## src/rtl/tx_resp_arbiter.sv

```systemverilog
// tx_resp_arbiter: round-robin arbiter sharing one TX FIFO write port
// among three response sources (0 = RF read, 1 = ALU, 2 = status).
// A granted packet (one or two bytes) is buffered and written LSB first,
// one byte per cycle, stalling on FIFO_FULL. Packets never interleave.
// Optional feature: define TX_ARB_HDR_EN to prefix every packet with a
// header byte {4'b1010, 1'b0, two, id[1:0]}, zero-extended to WIDTH.
module tx_resp_arbiter #(
    parameter int WIDTH = 8
) (
    input  logic                 CLK,
    input  logic                 RST,
    input  logic                 REQ0_VLD,
    input  logic                 REQ1_VLD,
    input  logic                 REQ2_VLD,
    input  logic [2*WIDTH-1:0]   REQ0_DATA,
    input  logic [2*WIDTH-1:0]   REQ1_DATA,
    input  logic [2*WIDTH-1:0]   REQ2_DATA,
    input  logic                 REQ0_TWO,
    input  logic                 REQ1_TWO,
    input  logic                 REQ2_TWO,
    output logic                 REQ0_ACK,
    output logic                 REQ1_ACK,
    output logic                 REQ2_ACK,
    input  logic                 FIFO_FULL,
    output logic [WIDTH-1:0]     FIFO_WR_DATA,
    output logic                 FIFO_WR_INC,
    output logic                 BUSY
);

`ifdef TX_ARB_HDR_EN
    typedef enum logic [1:0] {
        ST_IDLE     = 2'd0,
        ST_SEND_HDR = 2'd1,
        ST_SEND_LO  = 2'd2,
        ST_SEND_HI  = 2'd3
    } state_e;
`else
    typedef enum logic [1:0] {
        ST_IDLE     = 2'd0,
        ST_SEND_LO  = 2'd2,
        ST_SEND_HI  = 2'd3
    } state_e;
`endif

    // Advance a round-robin index modulo 3; an illegal 3 folds back to 0.
    function automatic logic [1:0] rr_next(input logic [1:0] idx);
        logic [1:0] nxt;
        if (idx >= 2'd2) begin
            nxt = 2'd0;
        end else begin
            nxt = idx + 2'd1;
        end
        return nxt;
    endfunction

    // First valid source in search order ptr, ptr+1, ptr+2 (mod 3).
    // Returns {found, index[1:0]}.
    function automatic logic [2:0] rr_pick(input logic [2:0] vld, input logic [1:0] ptr);
        logic [3:0] vld_ext;
        logic [1:0] c0;
        logic [1:0] c1;
        logic [1:0] c2;
        logic [2:0] res;
        vld_ext = {1'b0, vld};
        c0 = (ptr > 2'd2) ? 2'd0 : ptr;
        c1 = rr_next(c0);
        c2 = rr_next(c1);
        if (vld_ext[c0]) begin
            res = {1'b1, c0};
        end else if (vld_ext[c1]) begin
            res = {1'b1, c1};
        end else if (vld_ext[c2]) begin
            res = {1'b1, c2};
        end else begin
            res = 3'b000;
        end
        return res;
    endfunction

    state_e               state_q;
    state_e               state_d;
    logic [1:0]           rr_ptr_q;
    logic [1:0]           rr_ptr_d;
    logic [2*WIDTH-1:0]   buf_q;
    logic [2*WIDTH-1:0]   buf_d;
    logic                 buf_two_q;
    logic                 buf_two_d;
`ifdef TX_ARB_HDR_EN
    // The source id is only needed to build the header byte.
    logic [1:0]           buf_id_q;
    logic [1:0]           buf_id_d;
    logic [WIDTH-1:0]     hdr_byte_s;
`endif
    logic [2:0]           pick_s;
    logic                 grant_s;
    logic [1:0]           grant_idx_s;
    logic [2:0]           ack_s;
    logic [WIDTH-1:0]     wr_data_s;

    assign pick_s      = rr_pick({REQ2_VLD, REQ1_VLD, REQ0_VLD}, rr_ptr_q);
    assign grant_s     = pick_s[2];
    assign grant_idx_s = pick_s[1:0];

    // Next-state, capture and acknowledge logic; grants happen only in IDLE.
    always_comb begin
        state_d   = state_q;
        rr_ptr_d  = rr_ptr_q;
        buf_d     = buf_q;
        buf_two_d = buf_two_q;
`ifdef TX_ARB_HDR_EN
        buf_id_d  = buf_id_q;
`endif
        ack_s     = 3'b000;
        case (state_q)
            ST_IDLE: begin
                if (grant_s) begin
                    // Ack is masked while reset is held so outputs read zero.
                    if (RST) begin
                        ack_s[grant_idx_s] = 1'b1;
                    end else begin
                        ack_s = 3'b000;
                    end
                    case (grant_idx_s)
                        2'd0: begin
                            buf_d     = REQ0_DATA;
                            buf_two_d = REQ0_TWO;
                        end
                        2'd1: begin
                            buf_d     = REQ1_DATA;
                            buf_two_d = REQ1_TWO;
                        end
                        2'd2: begin
                            buf_d     = REQ2_DATA;
                            buf_two_d = REQ2_TWO;
                        end
                        default: begin
                            buf_d     = {(2*WIDTH){1'b0}};
                            buf_two_d = 1'b0;
                        end
                    endcase
`ifdef TX_ARB_HDR_EN
                    buf_id_d = grant_idx_s;
                    state_d  = ST_SEND_HDR;
`else
                    state_d  = ST_SEND_LO;
`endif
                    rr_ptr_d = rr_next(grant_idx_s);
                end else begin
                    state_d = ST_IDLE;
                end
            end
`ifdef TX_ARB_HDR_EN
            ST_SEND_HDR: begin
                if (!FIFO_FULL) begin
                    state_d = ST_SEND_LO;
                end else begin
                    state_d = ST_SEND_HDR;
                end
            end
`endif
            ST_SEND_LO: begin
                if (!FIFO_FULL) begin
                    state_d = buf_two_q ? ST_SEND_HI : ST_IDLE;
                end else begin
                    state_d = ST_SEND_LO;
                end
            end
            ST_SEND_HI: begin
                if (!FIFO_FULL) begin
                    state_d = ST_IDLE;
                end else begin
                    state_d = ST_SEND_HI;
                end
            end
            default: begin
                state_d = ST_IDLE;
            end
        endcase
    end

    // State, pointer and packet buffer flops; reset discards any packet in flight.
    always_ff @(posedge CLK or negedge RST) begin
        if (!RST) begin
            state_q   <= ST_IDLE;
            rr_ptr_q  <= 2'd0;
            buf_q     <= {(2*WIDTH){1'b0}};
            buf_two_q <= 1'b0;
`ifdef TX_ARB_HDR_EN
            buf_id_q  <= 2'd0;
`endif
        end else begin
            state_q   <= state_d;
            rr_ptr_q  <= rr_ptr_d;
            buf_q     <= buf_d;
            buf_two_q <= buf_two_d;
`ifdef TX_ARB_HDR_EN
            buf_id_q  <= buf_id_d;
`endif
        end
    end

`ifdef TX_ARB_HDR_EN
    // Header byte: fixed 1010 tag, reserved zero, packet length flag, source id.
    always_comb begin
        hdr_byte_s      = {WIDTH{1'b0}};
        hdr_byte_s[7:0] = {4'b1010, 1'b0, buf_two_q, buf_id_q};
    end
`endif

    // Byte presented to the FIFO; held stable across a FIFO_FULL stall.
    always_comb begin
        wr_data_s = {WIDTH{1'b0}};
        case (state_q)
            ST_IDLE:     wr_data_s = {WIDTH{1'b0}};
`ifdef TX_ARB_HDR_EN
            ST_SEND_HDR: wr_data_s = hdr_byte_s;
`endif
            ST_SEND_LO:  wr_data_s = buf_q[WIDTH-1:0];
            ST_SEND_HI:  wr_data_s = buf_q[2*WIDTH-1:WIDTH];
            default:     wr_data_s = {WIDTH{1'b0}};
        endcase
    end

    assign REQ0_ACK     = ack_s[0];
    assign REQ1_ACK     = ack_s[1];
    assign REQ2_ACK     = ack_s[2];
    assign FIFO_WR_DATA = wr_data_s;
    assign FIFO_WR_INC  = (state_q != ST_IDLE) && !FIFO_FULL;
    assign BUSY         = (state_q != ST_IDLE);

endmodule

```

## config.mk

```make
export PLATFORM = sky130hd
export DESIGN_NAME = tx_resp_arbiter
export DESIGN_NICKNAME = d
export VERILOG_FILES = /design/src/rtl/tx_resp_arbiter.sv
export SDC_FILE = /design/constraint.sdc
export NUM_CORES = 1
export LEC_CHECK = 0
export BUFFER_PORTS_ARGS = -buffer_cell sky130_fd_sc_hd__buf_2
export CORE_UTILIZATION = 43
export DETAILED_ROUTE_END_ITERATION = 6
export PLACE_DENSITY = 0.76
export REMOVE_ABC_BUFFERS = 1
export SYNTH_ARGS = -nofsm -noshare
export SYNTH_HDL_FRONTEND = slang
export SYNTH_SLANG_ARGS = --single-unit
```

## constraint.sdc

```tcl
create_clock -name CLK -period 2.68 [get_ports CLK]
set_input_delay 0.536 -clock CLK [delete_from_list [all_inputs] [get_ports CLK]]
set_output_delay 0.536 -clock CLK [all_outputs]
set_load 0.02 [all_outputs]
```

==> results.yml, run 1 <==
clock_network:
  clockBufferDepth: 2
  cts_inserted_buffers: 3
  clk_pin_slew_worst_paths_ps: 80
  clk_latency_ps: 270
  htreeDepth: 1
  cts_tree: "built"
  cts_sinks: 21
  cts-root-buf: "clkbuf_8"
global_routing:
  grt_busiest_layer: "met2"
  use_met3_pct: 4.93
  antenna_found_initial: 0
  grt_max_degree: 40
  grt_pass1_vias: 2000
  grt_use_total_pct: 26.1
  overflow: 0
  grt_pass1_wl_um: 9160
  grt_util_met1_pct: 33.5
  grt_util_met2_pct: 44.1
final_layout:
  nNetsFinal: 363
  regArea_um2: 526
  multi_input_area_um2: 1320
  diodes: 0
  drive_gt1_share_pct: 38.9
  synthToLayoutAreaGrowth_pct: 30.4
  fillCellCount: 371
  fin_util_pct: 60.3
sta:
  worst_clock_skew_ps: 5.84
  finalSetupTns_ps: 0
  finalSetupViolCount: 0
  worst_hold_slack_ps: 286
  period_minus_slack_ps: 2640
  layout_setup_ws_ps: 40.4
  finalMaxSlewViolations: 0
  rsz0062_at_grt: "true"
  tightest_slew_ps: 587
  relSlewSlack_pct: 60.9
  hold_viol_final: 0
  fmax_mhz: 379
  fin_crit_sh_pct: 98.5
worst_setup_path:
  path_delay_family: "simple AND/OR/NAND/NOR gates"
  worst-path-buf-inv: 3
  required_ps: 2140
  crit_slowest_cell: "dfrtp_1"
  cp_max_fo: 6
  r2r-end: "buf_q[3]$_DFFE_PN0P_"
  cpMostUsedCell: "buf_6"
  rrSetupSlack_ps: 340
  path_cells: "buf_6, ha_4, buf_6, nand3b_1, o21ai_2, a21oi_2, or2_4, nor3_2, buf_4"
  critPathKind: "flop to output pin"
  worstPathArrival_ps: 2100
  start_kind: "flop"
  crit_start: "rr_ptr_q[0]$_DFFE_PN0P_"
  critPathCapture: "REQ1_ACK"
  rr_startpoint: "rr_ptr_q[0]$_DFFE_PN0P_"
  ff2ff_path_depth: 9
  critical_path.max_stage_delay_ps: 410
  crit_cells: 9
  end_kind: "output pin"
placed_design:
  routabilityCongestion: 0.823
  dpl_worst_slack_ps: 119
  hpwl_um: 3960
  portBuffers: 69
detailed_routing:
  wl_per_cell_um: 16.9
  detailedRoute.firstIterationViolations: 132
  drt-total-wl_um: 5920
  routed_via_density: 6.03
  detail-route-antenna-nets: 0
  drc: 0
  num_vias: 2116
  dr.pass1.iters: 4
power:
  p_total_mw: 2.90
  leakage_nw: 1.15
  p_per_area_nw_per_um2: 1160
  ir_worst_vdd_mv: 0.600
floorplanning:
  floorplan.core_area_um2: 4140
  initial_core_util_pct: 46.2
  die_h_um: 68.7
  rows: 23
  die_area_um2: 4730
  dieWidth_um: 68.7
  io_pins: 70
logic_synthesis:
  syn_inst: 234
  synth_area_um2: 1920
  ys_seq_area_share_pct: 27.4
  synth.area.top_cells: "dfrtp_1 (27%), a311oi_1 (7.8%), o2bb2ai_1 (7.8%)"
  async_flop_share_pct: 100
  synth-main-ff-cell: "dfrtp_1"
  synth_cell_types: 36
  synth.most_common_cell: "dfrtp_1"
  synthTopCellsByCount: "dfrtp_1 (21), nand3_1 (20), clkbuf_1 (19)"
  avgSynthCellArea_um2: 8.19
  synth_warnings: 0
  synth_edf_count: 0
  yosysTopAreaCell: "dfrtp_1"
  ys_ff_latch: 21
  synth_top_cell_area_share_pct: 27.4
job:
  maxCapViolations: 0
run_status:
  status: "finished, final reports clean"
min_path:
  hold_path_class: "primary input to asynchronous set/reset pin"
## per-layer routing
| layer | vias to the layer above | part of all wire [%] |
|---|---|---|
| met4 | 0 | 0.84 |
| met3 | 10 | 7.5 |
| met2 | 87 | 49 |
| met5 | - | 0 |
| met1 | 988 | 43 |
| li1 | 1031 | - |
## where the power goes
group          internal [mW]  total [mW]  switching, mW
logic                  0.943        2.11           1.16
clock network          0.104       0.216          0.112
registers              0.474       0.580          0.106
total                   1.52        2.90           1.38
## cells by family after synthesis
family / synth area share [%]
compound gates: 32.4
flops: 27.4
mux: 6.34
fa+ha+maj: 2.61
simple gates: 23.5
buf+inv: 7.71
## worst reg2reg max path: stages, from the launching register on
cell and delay (ps):
dfrtp_1 410, buf_6 140, ha_2 200, buf_4 200, or3b_2 510, buf_4 230
nand3_1 110, a31oi_1 60, a311oi_1 260, o2bb2ai_1 100
## stage by stage
step | instances | area, µm²
floorplan | 205 | 1780
global placement | 339 | 2300
detailed placement | 339 | 2300
CTS | 346 | 2400
global route | 351 | 2500
finish | 351 | 2500
## placed cells by master, fill, tap and decap left out, types with 2 or more instances in the layout
| cell type | instances |
|---|---|
| inv_2 | 2 |
| ha_4 | 2 |
| nor3_2 | 2 |
| a21boi_0 | 2 |
| a21oi_1 | 3 |
| or2_4 | 2 |
| o22ai_1 | 16 |
| buf_2 | 66 |
| buf_4 | 24 |
| nand2_1 | 18 |
| nor2b_1 | 13 |
| a211o_1 | 2 |
| o2bb2ai_1 | 17 |
| nand2b_1 | 18 |
| clkbuf_8 | 3 |
| buf_6 | 2 |
| nand3_2 | 2 |
| mux2i_1 | 10 |
| nand3_1 | 18 |
| dfrtp_1 | 21 |
| a31oi_1 | 17 |
| a311oi_1 | 17 |
| ha_2 | 2 |
## cell type report
cell class | instances | share of cell area, %
inverters | 3 | 0.451
repair buffers | 92 | 21.3
clock inverters | 1 | 0.200
flip-flops and latches | 21 | 21.0
clock buffers | 3 | 1.65
well taps | 50 | 2.51
multi-input cells | 181 | 52.8
## how the worst min path moves through the flow
stage,from,to,cells past startpoint
floorplan,RST,buf_q[0]$_DFFE_PN0P_,0
global placement,buf_two_q$_DFFE_PN0P_,buf_two_q$_DFFE_PN0P_,1
detailed placement,buf_two_q$_DFFE_PN0P_,buf_two_q$_DFFE_PN0P_,1
CTS,RST,buf_q[13]$_DFFE_PN0P_,2
global route,RST,buf_q[13]$_DFFE_PN0P_,2
finish,RST,buf_q[13]$_DFFE_PN0P_,2
## what timing repair did
| item | in CTS | in global routing |
|---|---|---|
| hold buffers | 0 | 0 |
| setup buffers | 3 | 5 |
| gates resized for setup | 10 | 16 |
| setup endpoints to repair | 3 | 3 |
| cloned | 0 | 0 |
| pin swaps | 3 | 5 |
## state kept, by name (all words and copies together), names as in the netlist
| name | cells |
|---|---|
| buf_q | 16 |
| rr_ptr_q | 2 |
| state_q | 2 |
| buf_two_q | 1 |
No activity file was read; power rests on OpenSTA's default activity.
==> inputs of run 2 (changes only) <==
SETUP_SLACK_MARGIN = 0.2   (was unset)
==> run 2 against run 1 <==
  * Final area increased by 3.5%
  * Combinational power increased by 7%
  * Maximum frequency increased by 0.25%
  * Die area unchanged
  * Sequential power about the same
  * Clock power about the same
  * Via count increased by 2.3%
  * Non-clock buffer count increased by 6
  * Core utilization increased by 2.1 points
  * First-iteration DRC count increased by 13%
  * Largest cell class unchanged
==> results.yml, run 2 (synthesis gave the netlist of run 1 again) <==
run_status:
  status: "finished, final reports clean"
global_routing:
  grt_pass1_vias: 2034
  antenna_found_initial: 0
  grt_use_total_pct: 27.3
  grt_max_degree: 40
  grt_pass1_wl_um: 9520
  overflow: 0
power:
  p_per_area_nw_per_um2: 1180
  p_total_mw: 3.05
  leakage_nw: 1.19
  p_comb_share_pct: 73.9
  ir_worst_vdd_mv: 0.609
  switching_share_pct: 47.4
  p_int_mw: 1.60
  switchingPower_mw: 1.44
  p_clk_share_pct: 7.2
  p_seq_share_pct: 19.0
clock_network:
  cts-root-buf: "clkbuf_8"
  htreeDepth: 1
  cts_inserted_buffers: 3
  cts_tree: "built"
  clk_latency_ps: 270
  clockBufferDepth: 2
  holdBufCountCts: 0
  clk_pin_slew_worst_paths_ps: 80
  cts_sinks: 21
sta:
  fmax_mhz: 380
  tightest_slew_ps: 563
  period_minus_slack_ps: 2630
  rsz0062_at_grt: "true"
  layout_setup_ws_ps: 47.0
  finalSetupViolCount: 0
  finalMaxSlewViolations: 0
  hold_viol_final: 0
  relSlewSlack_pct: 62.4
  worst_clock_skew_ps: 6.54
  fin_crit_sh_pct: 98.2
worst_setup_path:
  path_delay_family: "simple AND/OR/NAND/NOR gates"
  end_kind: "output pin"
  critPathKind: "flop to output pin"
  required_ps: 2140
  cpMostUsedCell: "buf_6"
  path_cells: "buf_6, ha_4, buf_6, nand3b_1, o21ai_2, a21oi_2, or2_4, nor3_4, buf_6"
  worstPathArrival_ps: 2100
  cp_max_fo: 5
  crit_slowest_cell: "dfrtp_1"
  critical_path.max_stage_delay_ps: 420
  start_kind: "flop"
  worst-path-buf-inv: 3
placed_design:
  dp_cells: 339
  post_dp_cell_area_um2: 2300
  routabilityCongestion: 0.823
  dpl_worst_slack_ps: 119
  hpwl_um: 3960
  portBuffers: 69
detailed_routing:
  routed_via_density: 6.06
  detailedRoute.firstIterationViolations: 149
  dr.pass1.iters: 4
  wl_per_cell_um: 17.5
  detail-route-antenna-nets: 0
  drc: 0
  num_vias: 2164
  drt-total-wl_um: 6240
final_layout:
  fin_cells: 357
  fin_area_um2: 2580
  fin_util_pct: 62.3
  drive_gt1_share_pct: 40.7
  top_regs: "buf_q (16), rr_ptr_q (2), state_q (2)"
  largest_reg_flops: 16
  diodes: 0
  mostFrequentLayoutCell: "buf_2"
  final_cell_mix: "buf_2 (66), buf_4 (26), dfrtp_1 (21)"
  synthToLayoutAreaGrowth_pct: 34.9
  largest_register: "buf_q"
  nNetsFinal: 369
  fillCellCount: 360
floorplanning:
  floorplan.core_area_um2: 4140
  die_h_um: 68.7
  dieWidth_um: 68.7
  io_pins: 70
  die_area_um2: 4730
  initial_core_util_pct: 46.2
  rows: 23
job:
  maxCapViolations: 0
min_path:
  hold_path_class: "primary input to asynchronous set/reset pin"
-- run 2: layout make-up --
cell class	count	area [µm²]	area share, %
Multi-Input combinational cell	181	1350	52.1
Timing Repair Buffer	98	593	23.0
Sequential cell	21	526	20.3
Tap cell	50	62.6	2.42
Clock buffer	3	41.3	1.60
Inverter	3	11.3	0.436
Clock inverter	1	5.00	0.194
-- run 2: worst paths after layout --
kind | startpoint | end | slack, ps | cells after the start
worst max-delay path | rr_ptr_q[0]$_DFFE_PN0P_ | REQ1_ACK | 50 | 9
min in group CLK | buf_two_q$_DFFE_PN0P_ | buf_two_q$_DFFE_PN0P_ | 490 | 1
worst min register to register | buf_two_q$_DFFE_PN0P_ | buf_two_q$_DFFE_PN0P_ | 490 | 1
max in group asynchronous | RST | buf_q[4]$_DFFE_PN0P_ | 2170 | 2
worst min-delay path | RST | buf_q[13]$_DFFE_PN0P_ | 280 | 2
worst max register to register | rr_ptr_q[0]$_DFFE_PN0P_ | buf_q[9]$_DFFE_PN0P_ | 320 | 9
-- run 2: through the flow --
step,TNS [ps],hold WS (ps)
after floorplan,-16620,240
after global placement,0,468
after detailed placement,0,470
after CTS,0,293
after global routing,-41.9,294
final,0,284
-- run 2: routing by layer --
layer	global-route usage (%)	up-vias	routed length (µm)
li1	-	1043	-
met1	36.2	1023	2590
met2	45.5	88	3080
met3	4.61	10	489
met4	7.91	0	86
met5	0	-	0
-- run 2: timing repair --
item	CTS	global route
endpoints found under the hold margin	0	0
pin swaps	11	5
endpoints found under the setup margin	4	5
resized for setup	27	7
setup buffers	12	2
-- run 2: power by group through the flow --
stage          logic [mW]  registers (mW)  clock network (mW)
6_report             2.25           0.578               0.218
5_1_grt              2.43           0.596               0.230
4_1_cts              2.13           0.574               0.218
3_5_place_dp         1.88           0.580                   0
3_3_place_gp         1.84           0.577                   0
2_1_floorplan        1.29           0.563                   0
